**config.mk**
```make
export PLATFORM = sky130hd
export DESIGN_NAME = counter_event_monitor_flat
export DESIGN_NICKNAME = d
export VERILOG_FILES = /design/src/rtl/counter_event_monitor_if.sv /design/src/rtl/counter_event_monitor.sv /design/src/flat_wrapper.sv
export SDC_FILE = /design/constraint.sdc
export NUM_CORES = 1
export LEC_CHECK = 0
export ABC_CLOCK_PERIOD_IN_PS = 3510
export BUFFER_PORTS_ARGS = -buffer_cell sky130_fd_sc_hd__buf_2
export CORE_MARGIN = 4
export CORE_UTILIZATION = 50
export CTS_CLUSTER_SIZE = 40
export DETAILED_ROUTE_END_ITERATION = 8
export GPL_TIMING_DRIVEN = 0
export HOLD_SLACK_MARGIN = 0.02
export PLACE_DENSITY = 0.73
export SYNTH_ARGS = -nofsm -noshare
export SYNTH_HDL_FRONTEND = slang
export SYNTH_SLANG_ARGS = --single-unit
```
**constraint.sdc**
```tcl
create_clock -name clk -period 3.51 [get_ports clk]
set_input_delay 0.1755 -clock clk [delete_from_list [all_inputs] [get_ports clk]]
set_output_delay 0.1755 -clock clk [all_outputs]
set_load 0.005 [all_outputs]
```
**src/rtl/counter_event_monitor_if.sv**
```systemverilog
// Host-side observation bundle for the counter event monitor.
// The master drives the sampled host signals and reads the status outputs.
// The slave is the monitor itself.
interface counter_event_monitor_if #(
  parameter int VALUE_WIDTH   = 16,
  parameter int EVT_CNT_WIDTH = 8
);
  logic                     monitor_enable;
  logic                     clear;
  logic [VALUE_WIDTH-1:0]   counter_value;
  logic                     counter_overflow;
  logic                     counter_underflow;
  logic                     load_enable;
  logic [EVT_CNT_WIDTH-1:0] overflow_count;
  logic [EVT_CNT_WIDTH-1:0] underflow_count;
  logic [EVT_CNT_WIDTH-1:0] anomaly_count;
  logic                     anomaly_pulse;
  logic [2:0]               anomaly_code;
  logic [VALUE_WIDTH-1:0]   first_anomaly_value;
  logic                     alarm;

  modport master (
    output monitor_enable, clear, counter_value, counter_overflow,
           counter_underflow, load_enable,
    input  overflow_count, underflow_count, anomaly_count, anomaly_pulse,
           anomaly_code, first_anomaly_value, alarm
  );

  modport slave (
    input  monitor_enable, clear, counter_value, counter_overflow,
           counter_underflow, load_enable,
    output overflow_count, underflow_count, anomaly_count, anomaly_pulse,
           anomaly_code, first_anomaly_value, alarm
  );
endinterface

```
**src/rtl/counter_event_monitor.sv**
```systemverilog
// Consumer-side checker for the up/down counter host interface.
// Validates each cycle-to-cycle value transition, counts legal wraps and
// records anomalies; escalates to ALARM once enough anomalies pile up.
module counter_event_monitor #(
  parameter int VALUE_WIDTH     = 16,
  parameter int EVT_CNT_WIDTH   = 8,
  parameter int ALARM_THRESHOLD = 4,
  parameter int LOAD_WINDOW     = 2
) (
  input  logic                    clk,
  input  logic                    rst,
  counter_event_monitor_if.slave  mon
);

  localparam int TW = (LOAD_WINDOW < 1) ? 1 : $clog2(LOAD_WINDOW + 1);
  localparam logic [VALUE_WIDTH-1:0]   V_MAX     = '1;
  localparam logic [VALUE_WIDTH-1:0]   V_ZERO    = '0;
  localparam logic [VALUE_WIDTH-1:0]   V_ONE     = VALUE_WIDTH'(1);
  localparam logic [EVT_CNT_WIDTH-1:0] CNT_MAX   = '1;
  localparam logic [EVT_CNT_WIDTH-1:0] CNT_ZERO  = '0;
  localparam logic [EVT_CNT_WIDTH-1:0] THRESH    = EVT_CNT_WIDTH'(ALARM_THRESHOLD);
  localparam logic [TW-1:0]            LOAD_INIT = TW'(LOAD_WINDOW);
  localparam logic [TW-1:0]            TMR_ZERO  = '0;
  localparam logic [TW-1:0]            TMR_ONE   = TW'(1);

  typedef enum logic [1:0] {
    ST_DISARMED = 2'd0,
    ST_PRIME    = 2'd1,
    ST_CHECK    = 2'd2,
    ST_ALARM    = 2'd3
  } state_t;

  state_t                   state_q, state_d;
  logic [VALUE_WIDTH-1:0]   prev_q, prev_d;
  logic                     ovf_pend_q, unf_pend_q;
  logic [TW-1:0]            load_timer_q, load_timer_d;
  logic [EVT_CNT_WIDTH-1:0] ovf_cnt_q, ovf_cnt_d;
  logic [EVT_CNT_WIDTH-1:0] unf_cnt_q, unf_cnt_d;
  logic [EVT_CNT_WIDTH-1:0] anom_cnt_q, anom_cnt_d;
  logic                     pulse_q, pulse_d;
  logic [2:0]               code_q, code_d;
  logic [VALUE_WIDTH-1:0]   first_q, first_d;
  logic                     alarm_q, alarm_d;

  logic                     check_active_s;
  logic                     wrap_ovf_s, wrap_unf_s;
  logic [2:0]               code_s;
  logic                     anomaly_s;
  logic [EVT_CNT_WIDTH-1:0] anom_inc_s;
  logic                     alarm_hit_s;

  function automatic logic [EVT_CNT_WIDTH-1:0] sat_inc(input logic [EVT_CNT_WIDTH-1:0] c);
    if (c == CNT_MAX) begin
      sat_inc = c;
    end else begin
      sat_inc = c + EVT_CNT_WIDTH'(1);
    end
  endfunction

  // Classify the current sample against the previous one, in priority order.
  always_comb begin
    logic p_max, p_zero, v_max, v_zero, step_ok;
    p_max   = (prev_q == V_MAX);
    p_zero  = (prev_q == V_ZERO);
    v_max   = (mon.counter_value == V_MAX);
    v_zero  = (mon.counter_value == V_ZERO);
    step_ok = (mon.counter_value == prev_q) ||
              (mon.counter_value == prev_q + V_ONE) ||
              (mon.counter_value == prev_q - V_ONE);
    wrap_ovf_s = ovf_pend_q && p_max && v_zero;
    wrap_unf_s = unf_pend_q && p_zero && v_max;
    if (mon.counter_overflow && mon.counter_underflow) begin
      code_s = 3'd6;
    end else if (ovf_pend_q && !(p_max && v_zero)) begin
      code_s = 3'd3;
    end else if (unf_pend_q && !(p_zero && v_max)) begin
      code_s = 3'd4;
    end else if (p_max && v_zero && !ovf_pend_q) begin
      code_s = 3'd1;
    end else if (p_zero && v_max && !unf_pend_q) begin
      code_s = 3'd2;
    end else if (!step_ok && !wrap_ovf_s && !wrap_unf_s && (load_timer_q == TMR_ZERO)) begin
      code_s = 3'd5;
    end else begin
      code_s = 3'd0;
    end
    check_active_s = mon.monitor_enable && ((state_q == ST_CHECK) || (state_q == ST_ALARM));
    anomaly_s      = check_active_s && (code_s != 3'd0);
    anom_inc_s     = sat_inc(anom_cnt_q);
    alarm_hit_s    = anomaly_s && !mon.clear && (anom_inc_s >= THRESH);
  end

  // Next state of the arming/alarm FSM and the registered alarm flag.
  always_comb begin
    state_d = state_q;
    if (!mon.monitor_enable) begin
      state_d = ST_DISARMED;
    end else begin
      case (state_q)
        ST_DISARMED: state_d = ST_PRIME;
        ST_PRIME:    state_d = ST_CHECK;
        ST_CHECK:    state_d = alarm_hit_s ? ST_ALARM : ST_CHECK;
        ST_ALARM:    state_d = mon.clear ? ST_CHECK : ST_ALARM;
        default:     state_d = ST_DISARMED;
      endcase
    end
    alarm_d = (state_d == ST_ALARM);
  end

  // Counter, status and history updates; clear wins over same-cycle events.
  always_comb begin
    ovf_cnt_d  = ovf_cnt_q;
    unf_cnt_d  = unf_cnt_q;
    anom_cnt_d = anom_cnt_q;
    code_d     = code_q;
    first_d    = first_q;
    pulse_d    = 1'b0;
    if (mon.clear) begin
      ovf_cnt_d  = CNT_ZERO;
      unf_cnt_d  = CNT_ZERO;
      anom_cnt_d = CNT_ZERO;
      code_d     = 3'd0;
      first_d    = V_ZERO;
    end else if (check_active_s) begin
      if (wrap_ovf_s) begin
        ovf_cnt_d = sat_inc(ovf_cnt_q);
      end else begin
        ovf_cnt_d = ovf_cnt_q;
      end
      if (wrap_unf_s) begin
        unf_cnt_d = sat_inc(unf_cnt_q);
      end else begin
        unf_cnt_d = unf_cnt_q;
      end
      if (anomaly_s) begin
        pulse_d    = 1'b1;
        code_d     = code_s;
        anom_cnt_d = anom_inc_s;
        if (anom_cnt_q == CNT_ZERO) begin
          first_d = mon.counter_value;
        end else begin
          first_d = first_q;
        end
      end else begin
        pulse_d = 1'b0;
      end
    end else begin
      pulse_d = 1'b0;
    end
    if (state_q != ST_DISARMED) begin
      prev_d = mon.counter_value;
    end else begin
      prev_d = prev_q;
    end
    if (mon.load_enable) begin
      load_timer_d = LOAD_INIT;
    end else if (load_timer_q != TMR_ZERO) begin
      load_timer_d = load_timer_q - TMR_ONE;
    end else begin
      load_timer_d = TMR_ZERO;
    end
  end

  // FSM state register.
  always_ff @(posedge clk or posedge rst) begin
    if (rst) begin
      state_q <= ST_DISARMED;
    end else begin
      state_q <= state_d;
    end
  end

  // Datapath and output registers.
  always_ff @(posedge clk or posedge rst) begin
    if (rst) begin
      prev_q       <= V_ZERO;
      ovf_pend_q   <= 1'b0;
      unf_pend_q   <= 1'b0;
      load_timer_q <= TMR_ZERO;
      ovf_cnt_q    <= CNT_ZERO;
      unf_cnt_q    <= CNT_ZERO;
      anom_cnt_q   <= CNT_ZERO;
      pulse_q      <= 1'b0;
      code_q       <= 3'd0;
      first_q      <= V_ZERO;
      alarm_q      <= 1'b0;
    end else begin
      prev_q       <= prev_d;
      ovf_pend_q   <= mon.counter_overflow;
      unf_pend_q   <= mon.counter_underflow;
      load_timer_q <= load_timer_d;
      ovf_cnt_q    <= ovf_cnt_d;
      unf_cnt_q    <= unf_cnt_d;
      anom_cnt_q   <= anom_cnt_d;
      pulse_q      <= pulse_d;
      code_q       <= code_d;
      first_q      <= first_d;
      alarm_q      <= alarm_d;
    end
  end

  assign mon.overflow_count      = ovf_cnt_q;
  assign mon.underflow_count     = unf_cnt_q;
  assign mon.anomaly_count       = anom_cnt_q;
  assign mon.anomaly_pulse       = pulse_q;
  assign mon.anomaly_code        = code_q;
  assign mon.first_anomaly_value = first_q;
  assign mon.alarm               = alarm_q;

endmodule

```
**src/flat_wrapper.sv**
```systemverilog
// flat-port wrapper written by rule: the top's interface ports become plain ports
module counter_event_monitor_flat 
#(
  parameter int VALUE_WIDTH     = 16,
  parameter int EVT_CNT_WIDTH   = 8,
  parameter int ALARM_THRESHOLD = 4,
  parameter int LOAD_WINDOW     = 2
)
  (clk, rst, mon_monitor_enable, mon_clear, mon_counter_value, mon_counter_overflow, mon_counter_underflow, mon_load_enable, mon_overflow_count, mon_underflow_count, mon_anomaly_count, mon_anomaly_pulse, mon_anomaly_code, mon_first_anomaly_value, mon_alarm);
  counter_event_monitor_if #(.VALUE_WIDTH(VALUE_WIDTH), .EVT_CNT_WIDTH(EVT_CNT_WIDTH)) mon_i ();
  input  logic clk;
  input  logic rst;
  input wire logic [$bits(mon_i.monitor_enable)-1:0] mon_monitor_enable;
  input wire logic [$bits(mon_i.clear)-1:0] mon_clear;
  input wire logic [$bits(mon_i.counter_value)-1:0] mon_counter_value;
  input wire logic [$bits(mon_i.counter_overflow)-1:0] mon_counter_overflow;
  input wire logic [$bits(mon_i.counter_underflow)-1:0] mon_counter_underflow;
  input wire logic [$bits(mon_i.load_enable)-1:0] mon_load_enable;
  output wire logic [$bits(mon_i.overflow_count)-1:0] mon_overflow_count;
  output wire logic [$bits(mon_i.underflow_count)-1:0] mon_underflow_count;
  output wire logic [$bits(mon_i.anomaly_count)-1:0] mon_anomaly_count;
  output wire logic [$bits(mon_i.anomaly_pulse)-1:0] mon_anomaly_pulse;
  output wire logic [$bits(mon_i.anomaly_code)-1:0] mon_anomaly_code;
  output wire logic [$bits(mon_i.first_anomaly_value)-1:0] mon_first_anomaly_value;
  output wire logic [$bits(mon_i.alarm)-1:0] mon_alarm;
  assign mon_i.monitor_enable = mon_monitor_enable;
  assign mon_i.clear = mon_clear;
  assign mon_i.counter_value = mon_counter_value;
  assign mon_i.counter_overflow = mon_counter_overflow;
  assign mon_i.counter_underflow = mon_counter_underflow;
  assign mon_i.load_enable = mon_load_enable;
  assign mon_overflow_count = mon_i.overflow_count;
  assign mon_underflow_count = mon_i.underflow_count;
  assign mon_anomaly_count = mon_i.anomaly_count;
  assign mon_anomaly_pulse = mon_i.anomaly_pulse;
  assign mon_anomaly_code = mon_i.anomaly_code;
  assign mon_first_anomaly_value = mon_i.first_anomaly_value;
  assign mon_alarm = mon_i.alarm;
  counter_event_monitor #(.VALUE_WIDTH(VALUE_WIDTH), .EVT_CNT_WIDTH(EVT_CNT_WIDTH), .ALARM_THRESHOLD(ALARM_THRESHOLD), .LOAD_WINDOW(LOAD_WINDOW)) u_core (.clk(clk), .rst(rst), .mon(mon_i));
endmodule
```
# Word-level counts from Yosys, hierarchy flattened
# Index checks and enable logic that the tools add are counted.
[totals]
reg_bits = 67
latch_bits = 0
ram_bits = 0
rom_bits = 0
input_bits = 23
output_inout_bits = 45
mem_count = 0
[op_classes]
add_sub_neg = 6
multipliers = 0
div_mod_pow = 0
magnitude_cmp = 1
eq_ne = 14
n_shift = 0
muxes = 34
bitwise_logic = 0
reduce_logical = 46
[ops]
columns = ["operator", "n"]
rows = [
  ["$mux 8", 12],
  ["$mux 16", 4],
  ["$eq 16x16->1", 3],
  ["$eq 16x16->1 const B", 2],
  ["$logic_not 16->1", 2],
  ["$mux 3", 9],
  ["$add 8x1->8 const B", 3],
  ["$eq 8x8->1 const B", 3],
  ["$logic_and 1x1->1", 18],
  ["$add 16x1->16 const B", 1],
  ["$sub 16x1->16 const B", 1],
  ["$reduce_bool 2->1", 7],
  ["$reduce_and 3->1", 3],
  ["$ge 8x3->1 const B", 1],
  ["$logic_not 1->1", 8],
  ["$logic_not 8->1", 1],
  ["$pmux 2 s4", 1],
  ["$eq 2x2->1 const B", 3],
  ["$mux 2", 3],
  ["$mux 1", 5],
  ["$logic_not 2->1", 2],
  ["$ne 2x2->1 const B", 2],
  ["$logic_or 1x1->1", 3],
  ["$reduce_bool 3->1", 1],
  ["other kinds (3)", 3],
]

# Depth between registers and ports, before layout
[logic_depth]
word_depth = 22
mapped_depth = 13
depth_no_buf = 11

# Worst setup path before layout
# OpenSTA, ideal clock, no wires.
[synth_timing]
path_kind = "register to register"
startpoint = "register u_core.prev_q[0]"
endpoint = "register u_core.first_q[2] (netlist: u_core.mon.first_anomaly_value[2])"
arrival_ps = 3147
required_time_ps = 3444
setup_slack_ps = 297
stages_incl_launch_ff = 14
n_path_buf = 2
cell_sequence = "dfrtp_1 -> buf_2 -> inv_1 -> ha_1 -> or3b_1 -> nor3_1 -> xor2_1 -> or4_1 -> nor4_4 -> o31a_2 -> a31oi_4 -> a31oi_4 -> buf_6 -> a22o_1"
[synth_via]
elab_chain_cells = 18
word_cells_on_any_way = 37
cone_classes = "add/sub: 2; eq/ne: 4; mux: 6; reduce/logical: 25"
[synth_lines]
columns = ["element", "line_no", "source"]
rows = [
  ["start, declared", "counter_event_monitor.sv:34", "logic [VALUE_WIDTH-1:0] prev_q, prev_d;"],
  ["start signal, assigned", "counter_event_monitor.sv:188", "prev_q <= prev_d;"],
  ["$add 16x1->16", "counter_event_monitor.sv:68", "(mon.counter_value == prev_q + V_ONE) ||"],
  ["$eq 16x16->1", "counter_event_monitor.sv:68", ""],
  ["$logic_or 1x1->1", "counter_event_monitor.sv:67", "step_ok = (mon.counter_value == prev_q) ||"],
  ["$logic_or 1x1->1", "counter_event_monitor.sv:68", ""],
  ["$logic_not 1->1", "counter_event_monitor.sv:82", "end else if (!step_ok && !wrap_ovf_s && !wrap_unf_s && (load_timer_q == TMR_ZERO)) begin"],
  ["$logic_and 1x1->1 (3 in series)", "counter_event_monitor.sv:82", ""],
  ["$mux 3", "counter_event_monitor.sv:82", ""],
  ["$mux 3", "counter_event_monitor.sv:80", "end else if (p_zero && v_max && !unf_pend_q) begin"],
  ["$mux 3", "counter_event_monitor.sv:78", "end else if (p_max && v_zero && !ovf_pend_q) begin"],
  ["$mux 3", "counter_event_monitor.sv:76", "end else if (unf_pend_q && !(p_zero && v_max)) begin"],
  ["$mux 3 (*)", "counter_event_monitor.sv:74", "end else if (ovf_pend_q && !(p_max && v_zero)) begin"],
  ["$mux 3 (*)", "counter_event_monitor.sv:72", "if (mon.counter_overflow && mon.counter_underflow) begin"],
  ["$reduce_bool 3->1 (*)", "counter_event_monitor.sv:88", "anomaly_s = check_active_s && (code_s != 3'd0);"],
  ["$logic_and 1x1->1 (*)", "counter_event_monitor.sv:88", ""],
  ["$reduce_bool 2->1 (no line) (*)", "-", ""],
  ["$reduce_and 3->1 (no line) (*)", "-", ""],
  ["end signal, assigned", "counter_event_monitor.sv:197", "first_q <= first_d;"],
  ["end, declared", "counter_event_monitor.sv:42", "logic [VALUE_WIDTH-1:0] first_q, first_d;"],
]
# Mark *: on every way between the ends. The rest lies on a longest branch, timed or not.
# A chain may end at the register's enable or synchronous reset.

# Final worst setup path
[layout_timing]
startpoint = "register u_core.prev_q[0]"
endpoint = "register u_core.anom_cnt_q[5] (netlist: u_core.mon.anomaly_count[5])"
[layout_via]
elab_chain_cells = 18
word_cells_on_any_way = 37
cone_classes = "add/sub: 2; eq/ne: 4; mux: 6; reduce/logical: 25"
[layout_lines]
columns = ["element", "line_no", "source"]
rows = [
  ["$add 16x1->16", "counter_event_monitor.sv:68", ""],
  ["$eq 16x16->1", "counter_event_monitor.sv:68", ""],
  ["$logic_or 1x1->1", "counter_event_monitor.sv:67", ""],
  ["$logic_or 1x1->1", "counter_event_monitor.sv:68", ""],
  ["$logic_not 1->1", "counter_event_monitor.sv:82", ""],
  ["$logic_and 1x1->1 (3 in series)", "counter_event_monitor.sv:82", ""],
  ["$mux 3", "counter_event_monitor.sv:82", ""],
  ["$mux 3", "counter_event_monitor.sv:80", ""],
  ["$mux 3", "counter_event_monitor.sv:78", ""],
  ["$mux 3", "counter_event_monitor.sv:76", ""],
  ["$mux 3 (*)", "counter_event_monitor.sv:74", ""],
  ["$mux 3 (*)", "counter_event_monitor.sv:72", ""],
  ["$reduce_bool 3->1 (*)", "counter_event_monitor.sv:88", ""],
  ["$logic_and 1x1->1 (*)", "counter_event_monitor.sv:88", ""],
  ["$reduce_bool 2->1 (no line) (*)", "-", ""],
  ["$reduce_and 2->1 (no line) (*)", "-", ""],
  ["end signal, assigned", "counter_event_monitor.sv:194", "anom_cnt_q <= anom_cnt_d;"],
  ["end, declared", "counter_event_monitor.sv:39", "logic [EVT_CNT_WIDTH-1:0] anom_cnt_q, anom_cnt_d;"],
]
# Marks and branches as above.

==> flow_summary.json <==
{
  "status": "finished clean",
  "root_buffer": "clkbuf_8",
  "worstPathMaxFanout": 8,
  "cts_buffer_depth": 2,
  "htree_levels": 3,
  "clk_pin_slew_ns": 0.08,
  "grt_antenna_before_repair": 0,
  "power.total_mw": 2.37,
  "num-fill-cells": 724,
  "vdd_ir_drop_max_mv": 0.192,
  "drtIter0Drc": 211,
  "cp_cell_sequence": "clkbuf_4 > inv_2 > ha_4 > or3b_4 > or2_4 > nor3_2 > o211ai_1 > nor4_4 > o31a_2 > a31oi_4 > buf_4 > nand4_1 > mux2_1",
  "fmax_ghz": 0.295,
  "syn-num-nets": 485,
  "seqCellArea_sq_mm": 0.00168,
  "fin_skew_ns": 0.0146,
  "leakage_nw": 2.23,
  "worstSetupPathType": "register to register",
  "cp_slowest_stage_delay_ns": 0.44,
  "slew_viol_final": 0,
  "ys_ff_latch": 67,
  "synth_xor_area_share_pct": 8.34,
  "grtUsageTotal_pct": 21.6,
  "yosysSeqAreaShare_pct": 38.2,
  "synthMuxAreaShare_pct": 5.55,
  "cp_top_family": "simple AND/OR/NAND/NOR gates",
  "yosys_warnings": 0,
  "n_antenna_cell": 0,
  "gp_congestion": 0.943,
  "end_kind": "register",
  "cts_tree": "done",
  "synth_async_sr_flop_share_pct": 100,
  "power_density_mw_per_mm2": 455,
  "vias": 3908,
  "netlist_instances": 456,
  "drive_above_1_share_pct": 27.2,
  "dp_hpwl_mm": 8.01,
  "drtPass1Iterations": 5,
  "fin_hold_ws_ns": 0.0842,
  "antenna_left": 0,
  "grt_pass1_vias": 3618,
  "fin_crit_ns": 3.39,
  "clock_latency_ns": 0.35,
  "multi_input_area_sq_mm": 0.00257,
  "nets": 564,
  "numPortBuffers": 58,
  "fp.dieArea_sq_mm": 0.0104,
  "area_growth_pct": 18.3,
  "initial_utilization_pct": 52.4,
  "grt-ovfl-total": 0,
  "coreArea_sq_mm": 0.00838,
  "ys.flop_type": "dfrtp_1",
  "maxSlewHeadroom_pct": 39.7,
  "cp.required_ns": 3.75,
  "path_buf_inv": 3,
  "drc": 0,
  "wl_per_cell_um": 17.3,
  "ys_types": 68,
  "synthSimpleGateAreaFrac_pct": 25.5,
  "cts.sinks": 67,
  "synth_edf_count": 0,
  "maxCapViolations": 0,
  "grt_pass1_wl_mm": 17.7,
  "tightest_slew_ns": 0.902,
  "hold_path_class": "primary input to register",
  "start_kind": "register",
  "avgSynthCellArea_sq_um": 9.64,
  "rows": 33,
  "syn_area_sq_mm": 0.00439,
  "routed_via_density": 6.06,
  "finalHoldViolCount": 0,
  "synth_fa_ha_area_share_pct": 1.71,
  "critPathSlowestCell": "or3b_4",
  "ios": 68,
  "die_y_um": 102,
  "crit_arrival_ns": 3.63,
  "post-route-period-util_pct": 96.6,
  "wl_mm": 11.2,
  "numCtsBuffers": 9,
  "synth_top_family_by_area": "simple AND/OR/NAND/NOR gates",
  "setup-violations-final": 0,
  "die_w_um": 102,
  "synth_compound_area_share_pct": 15.9,
  "grt_max_degree": 68
}
## synthesized netlist by cell type (5+ instances only)
cell	instances	area, sq um
dfrtp_1	67	1680
nor2_1	31	116
nand2_1	28	105
xor2_1	22	193
nand4_1	21	131
xnor2_1	18	158
a21oi_1	17	85.1
a22o_1	17	149
clkbuf_1	17	63.8
mux2_2	16	180
nand3_1	14	70.1
nor2b_1	14	87.6
o21ai_0	13	65.1
inv_1	11	41.3
nor3_1	11	55.1
or3_1	11	68.8
buf_2	8	40.0
ha_1	6	75.1
nor4_1	6	37.5
a31oi_1	5	31.3
and3_1	5	31.3
o31ai_1	5	37.5
## per-stage QoR
step	area (sq um)	std cells	setup slack [ns]	TNS [ns]	utilization [%]
floorplan	4390	456	0.297	0	-
global placement	4820	619	-0.0949	-0.886	57.5
detailed placement	4820	619	-0.122	-1.18	57.5
CTS	5110	641	0.0353	0	61.0
global route	5200	645	-0.00119	-0.00119	62.0
finish	5200	645	0.119	0	62.0
## final timing paths
path | depth (start not counted) | slack [ns] | start | to
worst max-delay path | 13 | 0.12 | u_core.prev_q[0] | u_core.mon.anomaly_count[5]
worst max register to register | 13 | 0.12 | u_core.prev_q[0] | u_core.mon.anomaly_count[5]
min in group asynchronous | 3 | 0.53 | rst | u_core.prev_q[6]
max in group asynchronous | 3 | 2.42 | rst | u_core.mon.first_anomaly_value[4]
worst min register to register | 1 | 0.46 | u_core.load_timer_q[0] | u_core.load_timer_q[0]
worst min-delay path | 2 | 0.08 | mon_monitor_enable | u_core.state_q[0]
## cell usage in the layout (no fill, tap or decap), types with 9 or more instances in the layout
cell type	netlist	layout
buf_2	8	65
o21ai_0	13	13
clkbuf_1	17	17
a21oi_1	17	16
xor2_1	22	22
clkbuf_8	0	9
buf_4	4	10
mux2_2	16	16
xnor2_1	18	18
nand3_1	14	14
nor2_1	31	31
or3_1	11	11
inv_1	11	9
nor2b_1	14	14
dfrtp_1	67	66
nand2_1	28	28
a22o_1	17	17
nand4_1	21	21
## logic make-up (layout without fill, tap and decap cells)
group / count (synthesis) / count (layout)
AND/OR/NAND/NOR: 183 / 183
AO/OA/AOI/OAI: 93 / 93
flip-flops: 67 / 67
buffers and inverters: 44 / 128
XOR/XNOR: 41 / 41
multiplexers: 22 / 22
adder cells (fa/ha/maj): 6 / 6
## metal layers
metal / track usage (%) / part of all wire [%]
met1: 30.0 / 46
met2: 33.9 / 48
met3: 4.27 / 4.8
met4: 7.06 / 1.2
met5: 0 / 0
## area by class of cell
type / instances / area share [%]
clock buffer: 9 / 2.38
clock inverter: 7 / 1.90
inverter: 11 / 0.842
tap: 105 / 2.53
multi-input combinational: 345 / 49.5
sequential: 67 / 32.3
timing repair buffer: 68 / 7.22
buffer: 33 / 3.37
## worst register-to-register path, cell delays in order, from the launching register on
cell and delay [ns]:
dfrtp_1 0.39, clkbuf_4 0.19, inv_2 0.09, ha_4 0.16
or3b_4 0.44, or2_4 0.28, nor3_2 0.20, o211ai_1 0.16
nor4_4 0.41, o31a_2 0.25, a31oi_4 0.12, buf_4 0.18
nand4_1 0.09, mux2_1 0.32
## flip-flops by register name, summed over array words and instances (netlist names)
signal                          cells
u_core.unf_pend_q                   1
u_core.mon.anomaly_code             3
u_core.mon.overflow_count           8
u_core.mon.anomaly_pulse            1
u_core.mon.alarm                    1
u_core.prev_q                      16
u_core.mon.underflow_count          8
u_core.mon.anomaly_count            8
u_core.mon.first_anomaly_value     16
u_core.ovf_pend_q                   1
u_core.state_q                      2
u_core.load_timer_q                 2
## power breakdown
| part | switching, mW | leakage [nW] | internal (mW) |
|---|---|---|---|
| Sequential | 0.0538 | 0.884 | 0.833 |
| Clock | 0.332 | 0.110 | 0.405 |
| Combinational | 0.441 | 1.24 | 0.303 |
## repair_timing
| action | in CTS | in global routing |
|---|---|---|
| hold endpoints to repair | 12 | 0 |
| setup buffers | 2 | 3 |
| resized for setup | 2 | 15 |
| cloned | 0 | 1 |
| hold buffers | 4 | 0 |
| setup endpoints to repair | 23 | 26 |
| pin swaps | 2 | 9 |
(Power assumes the default switching activity.)
